`src/rtl/mem_mode_ctrl.sv`:
```
// rtl/mem_mode_ctrl.sv - switch-driven ROM/RAM read/write/increment sequencer for the 7-seg display
// Optional INC_SAT_EN: increment saturates at all-ones instead of wrapping.
module mem_mode_ctrl #(
  parameter int AW = 10,
  parameter int DW = 4
) (
  input  logic          clk,
  input  logic          rst,
  input  logic [1:0]    mode,
  input  logic [AW-1:0] addr,
  input  logic [DW-1:0] din,
  output logic [AW-1:0] rom_addr,
  input  logic [DW-1:0] rom_dout,
  output logic [AW-1:0] ram_addr,
  output logic          ram_we,
  output logic [DW-1:0] ram_din,
  input  logic [DW-1:0] ram_dout,
  output logic [15:0]   disp_word,
  output logic          busy,
  output logic          done
);

  typedef enum logic [2:0] {
    IDLE    = 3'd0,
    RD_WAIT = 3'd1,
    RD_CAP  = 3'd2,
    WR      = 3'd3,
    INC_WR  = 3'd4,
    DONE    = 3'd5
  } state_t;

`ifdef INC_SAT_EN
  localparam bit SAT_EN = 1'b1;
`else
  localparam bit SAT_EN = 1'b0;
`endif

  state_t        state, state_nxt;
  logic [1:0]    mode_l;
  logic [AW-1:0] addr_l;
  logic [DW-1:0] din_l;
  logic [DW-1:0] a_q, b_q;
  logic          inc_done;
  logic          we_nxt;
  logic [DW-1:0] din_nxt;
  logic          new_cmd;
  logic          skip_cap, skip_inc;

  // Only a change of the full switch setting starts a command, so a held setting runs once.
  assign new_cmd  = (state == IDLE) && ({mode, addr, din} != {mode_l, addr_l, din_l});
  assign skip_cap = SAT_EN && (&ram_dout);
  assign skip_inc = SAT_EN && (&b_q);

  assign busy      = (state != IDLE);
  assign done      = (state == DONE);
  assign disp_word = {2'b00, mode_l, addr_l[3:0], a_q, b_q};

  always_comb begin
    state_nxt = state;
    we_nxt    = 1'b0;
    din_nxt   = ram_din;
    case (state)
      IDLE: begin
        if (new_cmd) begin
          case (mode)
            2'b00:   state_nxt = DONE;
            2'b10: begin
              state_nxt = WR;
              we_nxt    = 1'b1;
              din_nxt   = din;
            end
            default: state_nxt = RD_WAIT;
          endcase
        end
      end
      WR:      state_nxt = RD_WAIT;
      RD_WAIT: state_nxt = RD_CAP;
      RD_CAP: begin
        if (mode_l == 2'b11 && !inc_done) begin
          // The write pulse is registered, so it is launched here and is high during INC_WR.
          state_nxt = INC_WR;
          we_nxt    = !skip_cap;
          din_nxt   = DW'(ram_dout + 1'b1);
        end else begin
          state_nxt = DONE;
        end
      end
      INC_WR:  state_nxt = skip_inc ? DONE : RD_WAIT;
      DONE:    state_nxt = IDLE;
      default: state_nxt = IDLE;
    endcase
  end

  always_ff @(posedge clk) begin
    if (rst) begin
      state    <= IDLE;
      mode_l   <= '0;
      addr_l   <= '0;
      din_l    <= '0;
      a_q      <= '0;
      b_q      <= '0;
      inc_done <= 1'b0;
      rom_addr <= '0;
      ram_addr <= '0;
      ram_we   <= 1'b0;
      ram_din  <= '0;
    end else begin
      state   <= state_nxt;
      ram_we  <= we_nxt;
      ram_din <= din_nxt;
      if (new_cmd) begin
        mode_l   <= mode;
        addr_l   <= addr;
        din_l    <= din;
        rom_addr <= addr;
        ram_addr <= addr;
        inc_done <= 1'b0;
      end
      if (new_cmd && mode == 2'b00) begin
        a_q <= '0;
        b_q <= '0;
      end else if (state == RD_CAP) begin
        a_q <= rom_dout;
        b_q <= ram_dout;
      end
      if (state == INC_WR) inc_done <= 1'b1;
    end
  end

endmodule

```
`config.mk`:
```
export PLATFORM = sky130hd
export DESIGN_NAME = mem_mode_ctrl
export DESIGN_NICKNAME = d
export VERILOG_FILES = /design/src/rtl/mem_mode_ctrl.sv
export SDC_FILE = /design/constraint.sdc
export NUM_CORES = 1
export LEC_CHECK = 0
export BUFFER_PORTS_ARGS = -buffer_cell sky130_fd_sc_hd__buf_2
export CORE_ASPECT_RATIO = 0.5
export CORE_MARGIN = 1.5
export CORE_UTILIZATION = 52
export DETAILED_ROUTE_END_ITERATION = 7
export PLACE_DENSITY_LB_ADDON = 0.3
export SYNTH_ARGS = -nofsm -noshare
export SYNTH_HDL_FRONTEND = slang
export SYNTH_SLANG_ARGS = --single-unit
```
`constraint.sdc`:
```
create_clock -name clk -period 5.5 [get_ports clk]
set_input_delay 1.1 -clock clk [delete_from_list [all_inputs] [get_ports clk]]
set_output_delay 1.1 -clock clk [all_outputs]
set_load 0.05 [all_outputs]
```
== Yosys cells after proc, flatten, opt, wreduce, memory -nomap -nowiden ==
Index checks and enable logic that the tools add are counted.
W data, S select, Z words.

* Register bits: 33
* Input port bits: 26
* Output and inout bits: 43

* Add/sub/neg operators: 1
* Equality and inequality tests: 11
* Multiplexer cells: 14
* Reduce and logical (&&, ||, !) cells: 12

{| class="wikitable"
|+ Operators by type and width
! operator !! count
|-
| $ne A16 B16 Y1 || 1
|-
| $mux W4 || 3
|-
| $pmux W3 S4 || 1
|-
| $pmux W4 S2 || 1
|-
| $eq A3 B2 Y1 const B || 2
|-
| $eq A3 B3 Y1 const B || 2
|-
| $mux W1 || 6
|-
| $pmux W3 S2 || 1
|-
| $add A4 B1 Y4 const B || 1
|-
| $eq A2 B2 Y1 const B || 2
|-
| $ne A2 B2 Y1 const B || 2
|-
| $reduce_and A4 Y1 || 1
|-
| $reduce_bool A2 Y1 || 2
|-
| $reduce_or A2 Y1 || 2
|-
| $eq A3 B1 Y1 const B || 1
|-
| $logic_and A1 B1 Y1 || 3
|-
| $logic_not A3 Y1 || 1
|-
| $mux W3 || 1
|-
| $reduce_bool A3 Y1 || 1
|-
| $logic_not A2 Y1 || 1
|-
| $ne A2 B1 Y1 const B || 1
|-
| $pmux W1 S2 || 1
|-
| $logic_not A1 Y1 || 1
|}

== Logic depth before layout (Yosys ltp) ==
Gate-level depths: netlist (run 1).

* Word-level depth: 4
* Mapped depth: 7
* Gate-level depth less buffers: 5

== Least setup slack after synthesis (run 1) ==
Ideal clock, no wire load.

* Path type: input-to-reg
* Start: input addr[1]
* End: register ram_din[0]
* Arrival: 2.645 ns
* Slack: 2.731 ns
* Stages on the path: 6
* Cell sequence: xnor2_1 nand4_1 or4_1 buf_2 a22oi_4 mux2_1

* Word-level cells in the longest chain between the ends: 4

{| class="wikitable"
|+ Ends and longest elaborated chain
! element !! line !! RTL
|-
| start: declaration || 10 || <nowiki>input logic [AW-1:0] addr,</nowiki>
|-
| $ne A16 B16 Y1 || 50 || <nowiki>assign new_cmd = (state == IDLE) && ({mode, addr, din} != {mode_l, addr_l, din_l});</nowiki>
|-
| $logic_and A1 B1 Y1 || 50 ||
|-
| $ne A2 B2 Y1 (no line) || n/a ||
|-
| $reduce_and A4 Y1 (no line) || n/a ||
|-
| end signal: assignment || 110 || <nowiki>ram_din <= din_nxt;</nowiki>
|-
| end: declaration || 16 || <nowiki>output logic [DW-1:0] ram_din,</nowiki>
|}

No other way between the ends.
A chain may end at the register's enable or synchronous reset.

== Worst setup path after layout (run 1) ==
* Start: input din[1]
* End: register ram_din[0]

* Word-level cells in the longest chain between the ends: 4

{| class="wikitable"
|+ Ends and longest elaborated chain
! element !! line !! RTL
|-
| start: declaration || 11 || <nowiki>input logic [DW-1:0] din,</nowiki>
|-
| $ne A16 B16 Y1 || 50 ||
|-
| $logic_and A1 B1 Y1 || 50 ||
|-
| $ne A2 B2 Y1 (no line) || n/a ||
|-
| $reduce_and A4 Y1 (no line) || n/a ||
|}

No other way between the ends.

==> key figures, run 1 <==
Routing
  – Via density: 5.43
  – Vias: 1,525
  – Pre-antenna DRT Iters: 4
  – Final wirelength: 3780 um
  – Drt wl/cell: 13.5 um
  – First DRT Iteration DRCs: 116
  – # DRC: 0
  – Antenna Violating Nets Remaining: 0

Timing
  – Worst slew margin: 41.9%
  – Skew final: 0.00482 ns
  – Hold Violations, Final: 0
  – Fin crit period: 3.05 ns
  – Fin Setup TNS: 0 ns
  – Measured slew at the worst slew-check pin: 0.865 ns
  – Period utilization: 55.5%
  – Unrepaired setup endpoints after global routing: no
  – Slew Viols, Final: 0
  – Final Setup Violations: 0
  – FMAX: 328 MHz

Cells and area
  – # diodes: 0
  – Sequential cell area: 661 um^2
  – Commonest non-fill, non-tap cell in the layout: buf_2
  – Most frequent cells in the layout: 66 x buf_2, 33 x dfxtp_1, 17 x xnor2_1, 17 x nand3_1, 17 x a21oi_1
  – Final Util: 67.3%
  – Post-Layout Inst Area: 2060 um^2
  – Final nets: 267
  – Post-Layout Cell Count: 281
  – # fillers: 252
  – Synthesis-to-finish area growth: 20.0%
  – Area of the multi-input gates: 878 um^2
  – Layout cells sized above 1: 34.0%

Floorplanning
  – Core area: 3070 um^2
  – Core Rows: 14
  – Die width: 84.3 um
  – Starting Density: 56.0%
  – Die height: 43.6 um
  – I/O pin total: 69
  – DIE AREA: 3680 um^2

Placed design
  – Routability cong.: 0.768
  – Post-Place Cells: 273
  – Placed Area: 1950 um^2
  – # port buffers: 66
  – Detail Placement HPWL: 2550 um

Logic synthesis
  – Post-Synthesis Cells: 193
  – Yosys Warn Count: 0
  – Post-synthesis sequential area ratio: 38.5%
  – Post-Syn Area: 1720 um^2
  – Synthesized flop and latch total: 33
  – Cell variety after synth: 38
  – Average size of a mapped cell: 8.90 um^2

Clocking
  – Clk root buf: clkbuf_8
  – Worst skew pair latency: 0.29 ns
  – CTS Buf Count: 5
  – Clock sink count: 33
  – CTS max path bufs: 2
  – H-tree depth: 2
  – Number of gates resized after CTS: 0
  – Post-CTS setup buffers: 0
  – Cts hold-fix bufs: 0
  – CTS tree: built
  – Clk pin slew, worst setup/hold paths: 0.07 ns

Critical path
  – WP buf/inv: 1
  – Crit-path cells: buf_2 -> xnor2_1 -> nand4_1 -> or4_1 -> a22oi_4 -> mux2_1
  – CP endpoint kind: flop
  – Crit start category: primary input
  – Critical path peak fanout: 19
  – Cell family with most CP delay: simple AND/OR/NAND/NOR gates
  – Crit path kind: primary input to flop
  – Data arrival, critical path: 3.23 ns
  – Slowest stage cell, crit path: or4_1
  – CP Depth: 6
  – R2R depth: 5
  – Critical path's largest stage delay: 0.90 ns
  – Required time of the critical path: 5.67 ns

Global route
  – Initial antenna violation count: 0
  – Largest net degree at the start of global routing: 38
  – GRT Residual Overflow: 0
  – Vias in the first global route: 1,351
  – Tot GR Track Use: 21.3%
  – First-pass GRT wire length: 6130 um

Hold path
  – HP Class: flop to flop
  – Hold Crit Depth: 2

Power
  – Static leakage: 0.924 nW
  – Maximum vdd ir drop: 0.293 mV
  – Power Density: 396 nW/um^2

Run
  – Max-Cap Viols: 0

Run status
  – Outcome: completed
-- kinds of logic (layout without fill, tap and decap cells) --
| group | after synthesis | count (layout) | share of synthesized area (%) |
|---|---|---|---|
| flip-flops | 33 | 33 | 38.5 |
| buffers and inverters | 32 | 79 | 10.6 |
| XOR/XNOR | 18 | 18 | 9.18 |
| multiplexers | 13 | 13 | 7.72 |
| AO/OA/AOI/OAI | 41 | 41 | 14.1 |
| AND/OR/NAND/NOR | 54 | 54 | 18.9 |
| other | 1 | 2 | 0.218 |
| adder cells (fa/ha/maj) | 1 | 1 | 0.728 |
-- report_power, final --
part | internal (mW) | switching (mW) | leakage (nW) | total [mW]
registers | 0.265 | 0.0259 | 0.270 | 0.291
logic | 0.0806 | 0.205 | 0.596 | 0.286
clock network | 0.148 | 0.0923 | 0.0585 | 0.240
total | 0.494 | 0.323 | 0.924 | 0.817
-- flip-flops by register name, summed over array words and instances (netlist names) --
| name | cells |
|---|---|
| inc_done | 1 |
| addr_l | 10 |
| ram_we | 1 |
| state | 3 |
| b_q | 4 |
| din_l | 4 |
| mode_l | 2 |
| a_q | 4 |
| ram_din | 4 |
-- path summary, 6_finish.rpt --
check | from | end | slack, ns
worst max register to register | addr_l[2] | ram_din[0] | 3.05
worst max-delay path | din[1] | ram_din[0] | 2.45
worst min-delay path | ram_din[3] | ram_din[3] | 0.48
worst min register to register | ram_din[3] | ram_din[3] | 0.48
-- metrics by stage --
| step | hold WS, ns | power, mW | setup slack (ns) |
|---|---|---|---|
| CTS | 0.483 | 0.820 | 2.43 |
| floorplan | 0.457 | 0.534 | 2.73 |
| detailed placement | 0.472 | 0.581 | 2.13 |
| global route | 0.519 | 0.850 | 2.34 |
| finish | 0.480 | 0.817 | 2.45 |
| global placement | 0.469 | 0.577 | 2.19 |
-- per-layer routing --
layer / wire, um / share of wire (%) / global-route usage, %
met1: 1830 / 48 / 27.8
met2: 1660 / 44 / 34.4
met3: 249 / 6.6 / 5.90
met4: 41 / 1.1 / 8.52
met5: 0 / 0 / 0
-- worst reg2reg max path, cell delays in order, from the launching register on --
cell and delay (ns):
dfxtp_1 0.39, xnor2_1 0.14, nand4_1 0.17, or4_1 0.90, a22oi_4 0.38, mux2_1 0.36
-- cell usage after synthesis --
| cell type | number | share of area (%) |
|---|---|---|
| nand2_1 | 1 | 0.22 |
| o31ai_1 | 1 | 0.44 |
| o21ai_0 | 16 | 4.7 |
| a21oi_1 | 17 | 5.0 |
| nor3_1 | 10 | 2.9 |
| or4b_2 | 1 | 0.58 |
| o21a_1 | 1 | 0.44 |
| or3b_2 | 1 | 0.51 |
| and3b_1 | 1 | 0.51 |
| buf_1 | 1 | 0.22 |
| mux2_1 | 2 | 1.3 |
| a22oi_4 | 1 | 1.2 |
| inv_1 | 3 | 0.66 |
| nor2_1 | 7 | 1.5 |
| buf_2 | 2 | 0.58 |
| nor4_1 | 1 | 0.36 |
| nand4_1 | 4 | 1.5 |
| a2111oi_0 | 1 | 0.51 |
| xor2_1 | 1 | 0.51 |
| mux2i_1 | 11 | 6.4 |
| xnor2_1 | 17 | 8.7 |
| nor3b_2 | 1 | 0.73 |
| and3_1 | 1 | 0.36 |
| nor4_2 | 1 | 0.73 |
| or4_1 | 1 | 0.44 |
| dfxtp_1 | 33 | 38 |
| buf_4 | 16 | 7.0 |
| nand3_1 | 17 | 5.0 |
| nor4_4 | 1 | 1.2 |
| a211o_1 | 2 | 1.0 |
| o41ai_1 | 1 | 0.51 |
| ha_1 | 1 | 0.73 |
| clkbuf_1 | 10 | 2.2 |
| nor3_2 | 1 | 0.58 |
| a31oi_1 | 1 | 0.36 |
| nand2b_1 | 2 | 0.73 |
| nor2b_1 | 3 | 1.1 |
| conb_1 | 1 | 0.22 |
-- area by class of cell --
cell class / count / area share (%)
tap: 40 / 2.43
timing repair buffer: 68 / 16.7
inverter: 3 / 0.546
multi-input combinational: 129 / 42.6
clock buffer: 7 / 4.19
clock inverter: 1 / 1.46
sequential: 33 / 32.0
No activity file was read; power rests on OpenSTA's default activity.
==> run 2, diff against run 1 <==
Settings changed: CORE_UTILIZATION 52 to 43.
Clock period 5.5 ns to 2.5 ns, I/O delays scaled along.
==> run 2 against run 1 <==
Net effect:
- core utilization decreased by 9.1 points
- worst setup slack got worse by 2.1 ns
- routed wire length increased by 6.9%
- hold slack got worse by 0.0076 ns
- flip-flop and latch count unchanged
- register-to-register slack got worse by 2.6 ns
- die area increased by 20%
- final cell count increased by 4.6%
- largest cell class unchanged
==> key figures, run 2 (synthesis results as in run 1) <==
Run status
  – Outcome: completed

Timing
  – Skew final: 0.00578 ns (+0.000960 ns)
  – Unrepaired setup endpoints after global routing: no
  – Fin Setup TNS: 0 ns (unchanged)
  – Setup slack after layout: 0.368 ns (-2.08 ns)
  – Hold Violations, Final: 0 (unchanged)
  – Worst slew margin: 47.0% (+5.1 points)
  – Measured slew at the worst slew-check pin: 0.788 ns (-0.0771 ns)
  – Slew Viols, Final: 0 (unchanged)
  – Period utilization: 85.3%
  – Final Setup Violations: 0 (unchanged)
  – Fin crit period: 2.13 ns
  – FMAX: 469 MHz

Clocking
  – H-tree depth: 2 (unchanged)
  – CTS Buf Count: 5 (unchanged)
  – CTS tree: built
  – Worst skew pair latency: 0.29 ns (about the same)
  – Clk pin slew, worst setup/hold paths: 0.07 ns (about the same)
  – Clock sink count: 33 (unchanged)
  – Number of gates resized after CTS: 0 (unchanged)
  – Clk root buf: clkbuf_8
  – Post-CTS setup buffers: 0 (unchanged)
  – CTS max path bufs: 2 (unchanged)
  – Cts hold-fix bufs: 0 (unchanged)

Power
  – Maximum vdd ir drop: 0.328 mV (+12%)
  – Static leakage: 0.944 nW (+2.1%)
  – Power Density: 891 nW/um^2 (+120%)

Cells and area
  – Synthesis-to-finish area growth: 22.7%
  – Commonest non-fill, non-tap cell in the layout: buf_2
  – Reg with most FFs: addr_l
  – Final nets: 269 (+0.75%)
  – Layout cells sized above 1: 35.0% (+0.95 points)
  – Most frequent cells in the layout: 66 x buf_2, 33 x dfxtp_1, 17 x xnor2_1, 17 x nand3_1, 17 x a21oi_1
  – Final Util: 58.2% (-9.1 points)
  – Max reg flops: 10 (unchanged)
  – # diodes: 0 (unchanged)

Global route
  – Largest net degree at the start of global routing: 38 (unchanged)
  – GRT Residual Overflow: 0 (unchanged)
  – First-pass GRT wire length: 6350 um (+3.6%)
  – Initial antenna violation count: 0 (unchanged)
  – Vias in the first global route: 1,368 (+1.3%)
  – Tot GR Track Use: 19.3% (-2.0 points)

Routing
  – Via density: 5.34 (-1.5%)
  – Pre-antenna DRT Iters: 4 (unchanged)
  – First DRT Iteration DRCs: 104 (-10%)
  – Vias: 1,571 (+3.0%)
  – Drt wl/cell: 13.7 um (+2.1%)
  – Antenna Violating Nets Remaining: 0 (unchanged)
  – Final wirelength: 4040 um (+6.9%)
  – # DRC: 0 (unchanged)

Critical path
  – CP endpoint kind: output pin
  – Required time of the critical path: 2.00 ns (-3.67 ns)
  – Data arrival, critical path: 1.63 ns (-1.60 ns)
  – Crit path kind: flop to output pin
  – Crit start category: flop
  – Critical path peak fanout: 18 (-1)

Floorplanning
  – Core area: 3620 um^2 (+18%)
  – Die width: 92.4 um (+9.6%)
  – Core Rows: 15 (+1)
  – I/O pin total: 69 (unchanged)
  – DIE AREA: 4410 um^2 (+20%)
  – Starting Density: 47.4% (-8.6 points)
  – Die height: 47.7 um (+9.3%)

Hold path
  – HP Class: primary input to flop

Placed design
  – # port buffers: 66 (unchanged)
  – Detail Placement HPWL: 2830 um (+11%)
  – Post-Place Worst Slack: 0.0775 ns (-2.05 ns)
  – Routability cong.: 0.793 (+3.3%)

Run
  – Max-Cap Viols: 0 (unchanged)
==> run 2: changes by cell type in the layout (fill, tap and decap cells not counted), sizes merged <==
cell | previous run | this run
clkinv | 0 | 1
buf | 68 | 70
clkbuf | 7 | 5
bufinv | 1 | 2
==> run 2: worst paths after layout <==
path	from	to	slack, ns	cells after the start
hold reg to reg	inc_done	inc_done	0.50	2
setup reg to reg	mode_l[1]	ram_din[0]	0.41	5
hold / removal	addr[3]	addr_l[3]	0.47	3
setup / recovery	state[0]	busy	0.37	3
==> run 2: layer usage <==
layer | routed length [um] | global-route usage [%] | vias up
met5 | 0 | 0 | -
met4 | 59 | 9.23 | 0
met3 | 275 | 5.87 | 8
met2 | 1790 | 30.1 | 54
met1 | 1920 | 25.2 | 748
li1 | - | - | 761
==> run 2: critical path: stages (launching register included) <==
cell and delay, ns:
dfxtp_1 0.50, nor3_2 0.09, inv_1 0.39, buf_2 0.36
==> run 2: cell type report <==
class                      count  area (um^2)
sequential                    33          661
clock inverter                 3         65.1
timing repair buffer          70          360
multi-input combinational    129          878
tap                           51         63.8
fill                         337         1510
inverter                       3         11.3
clock buffer                   5         68.8
==> run 2: power breakdown <==
part / internal [mW] / total [mW] / switching [mW]
Clock: 0.396 / 0.605 / 0.209
Combinational: 0.177 / 0.633 / 0.455
Sequential: 0.584 / 0.641 / 0.0571
==> run 2: stage by stage <==
stage / std cells / total power, mW / hold slack, ns / instance area [um^2]
after detailed placement: 286 / 1.28 / 0.476 / 1970
after floorplan: 194 / 1.18 / 0.457 / 1720
final: 294 / 1.88 / 0.473 / 2110
after global placement: 286 / 1.28 / 0.471 / 1970
after CTS: 294 / 1.89 / 0.471 / 2110
after global routing: 294 / 1.96 / 0.474 / 2110
